**src/rtl/cmp_pkg.sv**
```systemverilog
// Shared definitions for the bit-serial magnitude comparator: FSM encoding and default width.
package cmp_pkg;

  localparam int CMP_DEF_WIDTH = 8;

  typedef enum logic [1:0] {
    IDLE = 2'b00,
    SCAN = 2'b01,
    DONE = 2'b10
  } cmp_state_e;

endpackage

```
**src/rtl/comparator_1bit.sv**
```systemverilog
// Single-bit magnitude comparator cell: exactly one of E/G/L is high for any input pair.
module comparator_1bit (
  input  logic A,
  input  logic B,
  output logic E,
  output logic G,
  output logic L
);

  assign E = ~(A ^ B);
  assign G = A & ~B;
  assign L = ~A & B;

endmodule

```
**src/rtl/serial_cmp_ctrl.sv**
```systemverilog
// MSB-first bit-serial comparison of two latched operands using one comparator cell,
// exiting at the first differing bit and reporting through a start/done handshake.
module serial_cmp_ctrl
  import cmp_pkg::*;
#(
  parameter int WIDTH = CMP_DEF_WIDTH,
  parameter int CW    = $clog2(WIDTH + 1)
) (
  input  logic             clk,
  input  logic             rst_n,
  input  logic             start,
  input  logic [WIDTH-1:0] a,
  input  logic [WIDTH-1:0] b,
  output logic             busy,
  output logic             done,
  output logic             eq,
  output logic             gt,
  output logic             lt,
  output logic [CW-1:0]    steps
);

  localparam int IW = $clog2(WIDTH);

  cmp_state_e       r_state;
  cmp_state_e       w_state_nxt;
  logic             w_accept;
  logic [WIDTH-1:0] r_a;
  logic [WIDTH-1:0] r_b;
  logic [IW-1:0]    r_idx;
  logic [CW-1:0]    r_steps;
  logic             r_eq;
  logic             r_gt;
  logic             r_lt;
  logic             w_bit_a;
  logic             w_bit_b;
  logic             w_e;
  logic             w_g;
  logic             w_l;
  logic             w_last;

  assign w_bit_a = r_a[r_idx];
  assign w_bit_b = r_b[r_idx];
  assign w_last  = (r_idx == '0);

  comparator_1bit u_cmp (
    .A (w_bit_a),
    .B (w_bit_b),
    .E (w_e),
    .G (w_g),
    .L (w_l)
  );

  always_comb begin
    w_state_nxt = r_state;
    w_accept    = 1'b0;
    case (r_state)
      IDLE: begin
        if (start) begin
          w_accept    = 1'b1;
          w_state_nxt = SCAN;
        end
      end
      SCAN: begin
        if (w_g || w_l || (w_e && w_last)) w_state_nxt = DONE;
      end
      DONE:    w_state_nxt = IDLE;
      default: w_state_nxt = IDLE;
    endcase
  end

  always_ff @(posedge clk) begin
    if (!rst_n) begin
      r_state <= IDLE;
      r_idx   <= '0;
      r_steps <= '0;
      r_eq    <= 1'b0;
      r_gt    <= 1'b0;
      r_lt    <= 1'b0;
    end else begin
      r_state <= w_state_nxt;
      if (w_accept) begin
        r_idx   <= IW'(WIDTH - 1);
        r_steps <= '0;
        r_eq    <= 1'b0;
        r_gt    <= 1'b0;
        r_lt    <= 1'b0;
      end else if (r_state == SCAN) begin
        r_steps <= r_steps + CW'(1);
        if (w_g)                 r_gt  <= 1'b1;
        else if (w_l)            r_lt  <= 1'b1;
        else if (w_e && w_last)  r_eq  <= 1'b1;
        else                     r_idx <= r_idx - IW'(1);
      end
    end
  end

  // Operands are pure data: captured only on acceptance, never reset.
  always_ff @(posedge clk) begin
    if (w_accept) begin
      r_a <= a;
      r_b <= b;
    end
  end

  assign busy  = (r_state != IDLE);
  assign done  = (r_state == DONE);
  assign eq    = r_eq;
  assign gt    = r_gt;
  assign lt    = r_lt;
  assign steps = r_steps;

endmodule

```
**config.mk**
```make
export PLATFORM = sky130hd
export DESIGN_NAME = serial_cmp_ctrl
export DESIGN_NICKNAME = d
export VERILOG_FILES = /design/src/rtl/cmp_pkg.sv /design/src/rtl/comparator_1bit.sv /design/src/rtl/serial_cmp_ctrl.sv
export SDC_FILE = /design/constraint.sdc
export NUM_CORES = 1
export LEC_CHECK = 0
export BUFFER_PORTS_ARGS = -buffer_cell sky130_fd_sc_hd__buf_2
export CORE_UTILIZATION = 51
export DETAILED_ROUTE_END_ITERATION = 8
export MAX_ROUTING_LAYER = met4
export PLACE_DENSITY = 0.77
export SLEW_MARGIN = 20
export SYNTH_ARGS = -nofsm -noshare
export SYNTH_HDL_FRONTEND = slang
export SYNTH_SLANG_ARGS = --single-unit
export TNS_END_PERCENT = 10
```
**constraint.sdc**
```tcl
create_clock -name clk -period 2.5 [get_ports clk]
set_clock_uncertainty 0.05 [all_clocks]
set_input_delay 0.25 -clock clk [delete_from_list [all_inputs] [get_ports clk]]
set_output_delay 0.25 -clock clk [all_outputs]
set_load 0.005 [all_outputs]
```
==> results.ini <==
[setup_path]
critPathLaunchType=flop
cp_data_required_time_ps=2680
reg2reg_depth=8
cp-end-kind=flop
cp_max_fo=5
crit_arrival_ps=2560
timing.rr.end=r_idx[1]
category_of_the_critical_setup_timing_path=flop to flop
launching_point_of_the_worst_reg2reg_path=r_idx[0]
setup.reg_to_reg.worst_slack_ps=120

[clock_network]
clkTransAtPathRegs_ps=140
worstSkewPairLatency_ps=320
clock_tree.root_cell=clkbuf_4
clock_tree.buffer_depth=2
clock_tree.htree_level_count=1
cts_made_buffers=3
tritoncts=done
clock_sink_count=28

[min_path]
holdPathEnd=r_b[3]
worst_hold_depth=1
hp-class=primary input to flop
worst_hold_startpoint=b[3]

[global_routing]
groute.layer.met3.usage_pct=4.24
grtUsageTotal_pct=19.3
globalRoute.busiestLayer=met2
number_of_global_route_vias_before_repair=757
wire_length_of_the_first_global_routing_pass_um=3370
use_met1_pct=22.3
grt.met2_usage_pct=30.2
antenna_found_initial=0
global_route.overflow_total=0
grt_max_degree=23

[placement]
hpwl_um=1510
placed_cells_incl_taps=141
pre_cts_worst_setup_slack_ps=50.3
placed_area_mm2=0.00137
place.gp.congestion=0.747
port_buffer_count=27

[routing]
detail_route.drc_violations=0
avgViaCountPerCell=5.25
postRouteAntennaNets=0
drt_wl_total_um=1960
first_iter_violations=12
via_count=772
routedWlPerCell_um=13.4
drt_first_pass_iters=4

[synthesis]
synth_warnings=0
seq_area_frac_synth_pct=60.4
syn_avg_cell_area_um2=14.2
total_nets_after_synthesis=108
synth_edf_count=16
synth_cells=84
most_instantiated_flip_flop_cell_in_the_synthesis_netlist=edfxtp_1
postSynthRegisterBits=28
post_synth_instance_area_mm2=0.00119
ys_async_sr_fraction_pct=0
post_synth_num_cell_types=30

[timing]
maxSlewViolCount=0
slew_of_the_pin_with_the_lowest_slew_margin_ps=330
finalSetupViolCount=0
final_worst_path_period_need_ps=2380
max_clock_freq_ghz=0.420
relSlewSlack_pct=77.9
setup_ws_ps=120
rsz0062_at_grt=no
tns_ps=0
finalHoldViolCount=0
final_min_period_over_clock_period_pct=95.2
hold_ws_ps=41.6

[run_status]
status=complete, no violations

[power]
power.density_cell_area_mw_per_mm2=767
total_leakage_power_nw=0.597
max-vdd-ir-drop_mv=0.574

[finish]
fin_area_mm2=0.00145
final_net_count=144
insertedDiodeCount=0
area_growth_syn_to_layout_pct=21.2
drive_above_1_share_pct=38.7
fin_cells=147
fillerInstances=175

[floorplan]
die_h_um=50.4
die_w_um=50.4
placement_rows=17
floorplan.initialDensity_pct=53.9
die_area_mm2=0.00254
floorplan.io_pins=28
design.core.area_mm2=0.00221

[job]
timing.max_cap.violations=0

-- area by class of cell --
type                       instances  area [µm²]  area share (%)
clock buffer                       4        26.3            1.82
inverter                           6        22.5            1.56
sequential                        28         722            50.0
multi-input combinational         49         467            32.3
timing repair buffer              32         173            11.9
tap                               28        35.0            2.42
-- worst max-delay path: stages (launching register included) --
cell and delay (ps):
dfxtp_2 360, buf_4 140, mux4_2 510, mux2i_2 190, inv_1 100, ha_4 290
nand3b_1 140, and2_1 220, o311a_1 290
-- cell usage in the layout, fill, tap and decap left out, types with 2 or more instances in the layout --
cell and n:
buf_2 27, mux4_2 4, ha_1 4, a211oi_1 3, a31oi_1 2, edfxtp_1 16
nand2_1 2, nor2_1 6, nand2b_1 3, inv_1 6, nand3_1 2, dfxtp_1 11
clkbuf_4 3, nand3b_1 2, buf_4 5, a21oi_1 3
-- state kept, by name, summed over array words and instances (netlist names) --
register and cells:
eq 1, lt 1, gt 1, steps 4, r_a 8, r_b 8
r_idx 3, r_state 2
-- power breakdown --
group	switching, W	leakage, nW	total [W]	internal (W)
sequential	0.0000392	0.252	0.000582	0.000542
combinational	0.000159	0.330	0.000341	0.000183
clock	0.000122	0.0150	0.000185	0.0000624
-- cells by family after synthesis --
kind of cell	after synthesis	share of synthesized area, %
XOR/XNOR	2	1.47
adder cells (fa/ha/maj)	5	5.25
flip-flops	28	60.4
AND/OR/NAND/NOR	24	13.7
AO/OA/AOI/OAI	12	7.03
multiplexers	6	9.23
buffers and inverters	7	2.83
-- per-stage QoR --
stage,power (W),util [%]
6_report,0.00111,65.3
5_1_grt,0.00118,65.3
2_1_floorplan,0.000785,-
3_3_place_gp,0.000849,62.1
3_5_place_dp,0.000869,62.1
4_1_cts,0.00105,63.3
-- layer usage --
layer,part of all wire (%),routed length [µm]
met2,52,1020
met3,3.8,75
met5,0,0
met1,41,804
met4,3.1,61
-- Yosys cell counts, types with 2 or more instances --
cell type,number,area share (%)
nand2_1,2,0.63
a211oi_1,3,1.9
ha_1,5,5.2
nand3b_1,2,1.3
mux2i_1,2,1.7
mux4_2,4,7.6
edfxtp_1,16,40
dfxtp_1,12,20
nor2_1,6,1.9
a21oi_1,3,1.3
nand3_1,2,0.84
a31oi_1,2,1.0
nand2b_1,3,1.6
inv_1,6,1.9
-- timing repair --
| action | CTS | global route |
|---|---|---|
| endpoints found under the setup margin | 0 | 3 |
| hold buffers | 0 | 0 |
| gates resized for setup | 0 | 5 |
| buffers inserted | 0 | 2 |
-- worst max-delay path by stage --
stage,start,end,depth (start not counted)
6_report,r_idx[0],r_idx[1],8
5_1_grt,r_idx[0],r_idx[1],8
4_1_cts,r_idx[0],r_idx[1],8
3_5_place_dp,r_idx[0],r_idx[1],8
3_3_place_gp,r_idx[0],r_idx[1],8
2_1_floorplan,r_idx[0],r_idx[1],8
No activity file was read; power rests on OpenSTA's default activity.
